File: src/rtl/mpmc11_pkg.sv
// Shared mpmc11 controller types and constants: read-gather FSM state,
// default strip geometry (shared with the write path) and index-width helper.
package mpmc11_pkg;

   function automatic int mpmc11_sidx_w(input int n);
      return (n > 1) ? $clog2(n) : 1;
   endfunction

   localparam int MPMC11_STRIP_W    = 128;
   localparam int MPMC11_MAX_STRIPS = 4;
   localparam int MPMC11_CNT_W      = 6;
   localparam int MPMC11_SIDX_W     = mpmc11_sidx_w(MPMC11_MAX_STRIPS);

   typedef enum logic [1:0] {
      IDLE   = 2'd0,
      GATHER = 2'd1,
      HOLD   = 2'd2
   } mpmc11_rd_gather_state_t;

endpackage

File: src/rtl/mpmc11_rd_line_buf.sv
// Line buffer for the read-gather path: MAX_STRIPS slots of STRIP_W bits,
// one slot written per enabled cycle, whole line presented flat.
module mpmc11_rd_line_buf
   import mpmc11_pkg::*;
#(
   parameter int STRIP_W    = MPMC11_STRIP_W,
   parameter int MAX_STRIPS = MPMC11_MAX_STRIPS,
   parameter int SIDX_W     = mpmc11_sidx_w(MAX_STRIPS)
) (
   input  logic                          clk,
   input  logic                          rst,
   input  logic                          we,
   input  logic [SIDX_W-1:0]             idx,
   input  logic [STRIP_W-1:0]            wdata,
   output logic [STRIP_W*MAX_STRIPS-1:0] line
);

   logic [MAX_STRIPS-1:0][STRIP_W-1:0] slot;

   genvar g;
   generate
      for (g = 0; g < MAX_STRIPS; g++) begin : g_slot
         logic [STRIP_W-1:0] q;
         always_ff @(posedge clk or posedge rst) begin
            if (rst)                             q <= '0;
            else if (we && idx == SIDX_W'(g))    q <= wdata;
         end
         assign slot[g] = q;
      end
   endgenerate

   assign line = slot;

endmodule

File: src/rtl/mpmc11_rd_gather.sv
// Read-return gather: counts returning strips, assembles them into a line and
// hands it off with valid/ack. Optional beat timeout: MPMC11_RD_GATHER_TIMEOUT_EN.
module mpmc11_rd_gather
   import mpmc11_pkg::*;
#(
   parameter int STRIP_W    = MPMC11_STRIP_W,
   parameter int MAX_STRIPS = MPMC11_MAX_STRIPS,
   parameter int TMO_CYCLES = 255
) (
   input  logic                          clk,
   input  logic                          rst,
   input  logic                          start,
   input  logic [5:0]                    num_strips,
   input  logic                          rd_valid,
   input  logic [STRIP_W-1:0]            rd_data,
   output logic [5:0]                    rd_strip_cnt,
   output logic                          busy,
   output logic                          line_valid,
   output logic [STRIP_W*MAX_STRIPS-1:0] line,
   input  logic                          line_ack,
   output logic                          err,
`ifdef MPMC11_RD_GATHER_TIMEOUT_EN
   output logic                          tmo,
`endif
   input  logic                          err_clr
);

   localparam int         SIDX_W = mpmc11_sidx_w(MAX_STRIPS);
   localparam logic [6:0] MAX_S  = 7'(MAX_STRIPS);

   mpmc11_rd_gather_state_t state_q, state_d;
   logic [5:0] cnt_q, cnt_d;
   logic [5:0] nstr_q, nstr_d;
   logic       err_q;
   logic       err_evt;
   logic       we;
   logic       tmo_hit;

`ifdef MPMC11_RD_GATHER_TIMEOUT_EN
   localparam int TW = $clog2(TMO_CYCLES + 1);
   logic [TW-1:0] tmo_cnt_q;
   logic          tmo_q;
`endif

   always_comb begin
      state_d = state_q;
      cnt_d   = cnt_q;
      nstr_d  = nstr_q;
      err_evt = 1'b0;
      we      = 1'b0;
      tmo_hit = 1'b0;
      case (state_q)
         IDLE: begin
            if (rd_valid) err_evt = 1'b1;
            if (start) begin
               nstr_d  = num_strips;
               cnt_d   = '0;
               state_d = GATHER;
            end
         end
         GATHER: begin
            if (start) err_evt = 1'b1;
            if (rd_valid) begin
               // Beats past the buffer are counted but never wrap into low slots.
               if ({1'b0, cnt_q} < MAX_S) we = 1'b1;
               else                       err_evt = 1'b1;
               if (cnt_q != 6'd63)        cnt_d = cnt_q + 6'd1;
               if (cnt_q == nstr_q)       state_d = HOLD;
            end
`ifdef MPMC11_RD_GATHER_TIMEOUT_EN
            else if (tmo_cnt_q == TW'(TMO_CYCLES - 1)) begin
               tmo_hit = 1'b1;
               err_evt = 1'b1;
               state_d = IDLE;
            end
`endif
         end
         HOLD: begin
            if (start || rd_valid) err_evt = 1'b1;
            if (line_ack)          state_d = IDLE;
         end
         default: state_d = IDLE;
      endcase
   end

   always_ff @(posedge clk or posedge rst) begin
      if (rst) begin
         state_q <= IDLE;
         cnt_q   <= '0;
         nstr_q  <= '0;
         err_q   <= 1'b0;
      end else begin
         state_q <= state_d;
         cnt_q   <= cnt_d;
         nstr_q  <= nstr_d;
         if (err_evt)      err_q <= 1'b1;
         else if (err_clr) err_q <= 1'b0;
      end
   end

`ifdef MPMC11_RD_GATHER_TIMEOUT_EN
   always_ff @(posedge clk or posedge rst) begin
      if (rst) begin
         tmo_cnt_q <= '0;
         tmo_q     <= 1'b0;
      end else begin
         tmo_q <= tmo_hit;
         if ((state_q == IDLE && start) || rd_valid || tmo_hit) tmo_cnt_q <= '0;
         else if (state_q == GATHER)                            tmo_cnt_q <= tmo_cnt_q + 1'b1;
      end
   end
   assign tmo = tmo_q;
`else
   wire unused_tmo = (TMO_CYCLES != 0) | tmo_hit;
`endif

   mpmc11_rd_line_buf #(
      .STRIP_W    (STRIP_W),
      .MAX_STRIPS (MAX_STRIPS),
      .SIDX_W     (SIDX_W)
   ) u_line_buf (
      .clk   (clk),
      .rst   (rst),
      .we    (we),
      .idx   (cnt_q[SIDX_W-1:0]),
      .wdata (rd_data),
      .line  (line)
   );

   assign rd_strip_cnt = cnt_q;
   assign busy         = (state_q == GATHER);
   assign line_valid   = (state_q == HOLD);
   assign err          = err_q;

endmodule

File: config.mk
export PLATFORM = sky130hd
export DESIGN_NAME = mpmc11_rd_gather
export DESIGN_NICKNAME = d
export VERILOG_FILES = /design/src/rtl/mpmc11_pkg.sv /design/src/rtl/mpmc11_rd_line_buf.sv /design/src/rtl/mpmc11_rd_gather.sv
export SDC_FILE = /design/constraint.sdc
export NUM_CORES = 1
export LEC_CHECK = 0
export BUFFER_PORTS_ARGS = -buffer_cell sky130_fd_sc_hd__buf_2
export CELL_PAD_IN_SITES_DETAIL_PLACEMENT = 0
export CELL_PAD_IN_SITES_GLOBAL_PLACEMENT = 2
export CORE_AREA = 2 2 259 261
export CTS_CLUSTER_SIZE = 16
export DETAILED_ROUTE_END_ITERATION = 10
export DIE_AREA = 0 0 261 263
export GPL_TIMING_DRIVEN = 0
export PLACE_DENSITY_LB_ADDON = 0.1
export REMOVE_ABC_BUFFERS = 1
export SLEW_MARGIN = 15
export SYNTH_ARGS = -nofsm -noshare
export SYNTH_HDL_FRONTEND = slang
export SYNTH_SLANG_ARGS = --single-unit
File: constraint.sdc
create_clock -name clk -period 27.1 [get_ports clk]
set_clock_uncertainty 0.05 [all_clocks]
set_input_delay 6.775 -clock clk [delete_from_list [all_inputs] [get_ports clk]]
set_output_delay 6.775 -clock clk [all_outputs]
set_load 0.03 [all_outputs]
==> key figures <==
Finish
  – Layout Nets: 1,990
  – Area of the multi-input gates: 6250 um2
  – Commonest non-fill, non-tap cells in the layout: buf_2 (660), dfrtp_1 (527), mux2_2 (364)
  – Post-route cell area: 26,300 um2
  – Area growth syn-to-layout: 33.3%
  – Fill cells: 6,345
  – Layout cells sized above 1: 60.3%
  – Register Area: 13,200 um2
  – Most common cell after layout, fill and taps aside: buf_2

Floorplan
  – Die Ht: 263 um
  – CORE AREA: 65,600 um2
  – Starting Density: 30.1%
  – Row cnt: 94
  – Die area: 68,600 um2
  – Boundary pin count: 661
  – Die width: 261 um

Critical path
  – Setup CP Type: input pin to flop
  – Crit. End Element: flop
  – CP arrival: 9.05 ns
  – Crit start category: input pin
  – Worst-case reg-to-reg path depth: 6
  – Top fanout value on the critical path: 42
  – Crit path required time: 27.54 ns

Timing
  – Worst slew margin: 54.8%
  – Slew @ Worst Pin: 0.676 ns
  – # setup viols final: 0
  – RSZ-0062 raised after global routing: false
  – Slew Limit Fails: 0
  – Fin crit period: 8.60 ns
  – Period utilization: 31.8%
  – Hold Violations, Final: 0
  – PnR worst setup slack: 18.50 ns
  – Fmax: 116 MHz
  – Hold WS: 0.432 ns
  – Fin Setup TNS: 0 ns

Logic synthesis
  – Mux cell area share after synthesis: 29.6%
  – Cells after synthesis: 1,167
  – Synth Register Bits: 527
  – Compound-gate portion of the synthesized area: 0.596%
  – Netlist cell types: 32
  – Largest family of logic cells by synthesized area: multiplexers
  – Synth Area in Simple Gates: 0.850%
  – XOR/XNOR share of the synthesized area: 0.266%
  – Avg Inst Size Synth: 16.9 um2
  – Mapped cell area: 19,700 um2
  – Register area share after synthesis: 66.8%
  – Synth Area in Adders: 0.254%
  – Synthesis Warnings: 0

Worst hold path
  – HP Class: flop to flop
  – Hold Path Depth: 1

CTS
  – Clock tree sinks: 527
  – TritonCTS Buffers: 59
  – Clock buffer depth: 3
  – CTS Hold Buffers Added: 0
  – Post_cts resized: 0
  – Clock tree from TritonCTS: built
  – Clock-pin transition on the worst setup and hold timing paths: 0.06 ns
  – CTS H-tree depth: 2
  – Postcts setup bufs: 0
  – Skew-Pair Late Insertion Delay: 0.60 ns
  – Root Buffer: clkbuf_16

Place
  – Routability cong.: 0.768
  – I/O Buffers: 660
  – Placed Instance Area: 24,300 um2
  – Dpl hpwl: 45.8 mm
  – Pre-CTS WS: 17.81 ns

Drt
  – WL/cell: 22.8 um
  – ANT nets after route: 0
  – Remaining DRCs: 0
  – Drt first pass iters: 4
  – Total wire length: 63.1 mm
  – First DRT Iteration DRCs: 346
  – Vias: 12,400
  – Vias/cell: 4.49

Flow run
  – MaxCap Viol Count: 0

Pwr
  – Leakage Power: 12.8 nW
  – Final Total Pwr: 4.13 mW
  – VDD IR max: 0.0745 mV
  – PwrDens: 157 nW/um2

Global route
  – GRT Util Overall: 18.0%
  – Vias in the first global route: 13,200
  – Largest net degree at the start of global routing: 99
  – First-pass GRT wire length: 92.1 mm
  – GRT Residual Overflow: 0
  – Initial antenna violation count: 11

Status
  – Status: finished, final reports clean
worst max-delay path, cell delays in order:
cell,delay (ns)
buf_2,0.11
nand2_1,0.18
nor4_4,0.59
nand2_4,0.41
buf_12,0.33
buf_16,0.23
mux2_1,0.35
cells by family after synthesis:
| kind of cell | count (synthesis) |
|---|---|
| and+or+nand+nor | 29 |
| adders and majority gates | 4 |
| muxes | 518 |
| AOI/OAI and AO/OA | 18 |
| DFF | 527 |
| buffers and inverters | 65 |
| xor gates and xnor gates | 6 |
path summary, 6_finish.rpt:
path,end,slack [ns],from
max,u_line_buf.g_slot[0].q[58]$_DFFE_PP0P_,18.50,rd_valid
min,u_line_buf.g_slot[2].q[73]$_DFFE_PP0P_,0.43,u_line_buf.g_slot[2].q[73]$_DFFE_PP0P_
max reg2reg,u_line_buf.g_slot[0].q[58]$_DFFE_PP0P_,24.08,rd_strip_cnt[2]$_DFFE_PP0P_
min reg2reg,u_line_buf.g_slot[2].q[73]$_DFFE_PP0P_,0.43,u_line_buf.g_slot[2].q[73]$_DFFE_PP0P_
max in group asynchronous,u_line_buf.g_slot[3].q[80]$_DFFE_PP0P_,19.10,rst
min in group asynchronous,u_line_buf.g_slot[1].q[78]$_DFFE_PP0P_,6.18,rst
power breakdown:
part	total [mW]	internal (mW)	switching (mW)
sequential	1.37	1.18	0.188
clock	0.811	0.488	0.323
combinational	1.94	0.636	1.31
layer usage:
layer	up-vias	GRT usage (%)	part of all wire, %
met4	12	6.51	3.4
met3	112	7.22	9.4
met1	6383	19.9	37
li1	5511	-	-
met2	392	31.1	51
met5	-	0	0.11
registers in the layout, summed over array words and instances (netlist names):
register             count
u_line_buf.g_slot.q    512
nstr_q                   6
rd_strip_cnt             6
state_q                  2
err                      1
stage by stage:
step	cells	utilization [%]
3_5_place_dp	2649	37.0
4_1_cts	2756	40.1
2_1_floorplan	1108	-
6_report	2761	40.1
5_1_grt	2759	40.1
3_3_place_gp	2632	36.3
cells in the mapped netlist (all sizes together):
master / instances / area (um2)
or3: 3 / 18.8
o21ai: 8 / 40.0
nand2b: 3 / 18.8
a2111oi: 1 / 8.76
xnor2: 3 / 26.3
nand3b: 1 / 7.51
xor2: 3 / 26.3
a21oi: 3 / 15.0
and4: 1 / 8.76
a22o: 1 / 8.76
nand3: 2 / 10.0
buf: 57 / 295
mux2: 518 / 5830
clkbuf: 2 / 7.51
a221o: 1 / 10.0
nor2b: 1 / 6.26
nor2: 2 / 7.51
nor4b: 1 / 8.76
o211a: 1 / 10.0
o31ai: 1 / 7.51
ha: 4 / 50.1
nand4: 1 / 6.26
and2: 1 / 6.26
inv: 6 / 22.5
nand2: 11 / 41.3
o41ai: 1 / 8.76
dfrtp: 527 / 13200
o31a: 1 / 8.76
nor4: 2 / 27.5
final cells by class:
| class | count | share of cell area, % |
|---|---|---|
| sequential | 527 | 50.1 |
| inverter | 6 | 0.114 |
| clock inverter | 16 | 0.752 |
| timing repair buffer | 677 | 14.3 |
| clock buffer | 91 | 6.80 |
| tap | 864 | 4.11 |
| multi-input combinational | 575 | 23.8 |
| antenna | 5 | 0.0476 |
(Power assumes the default switching activity.)
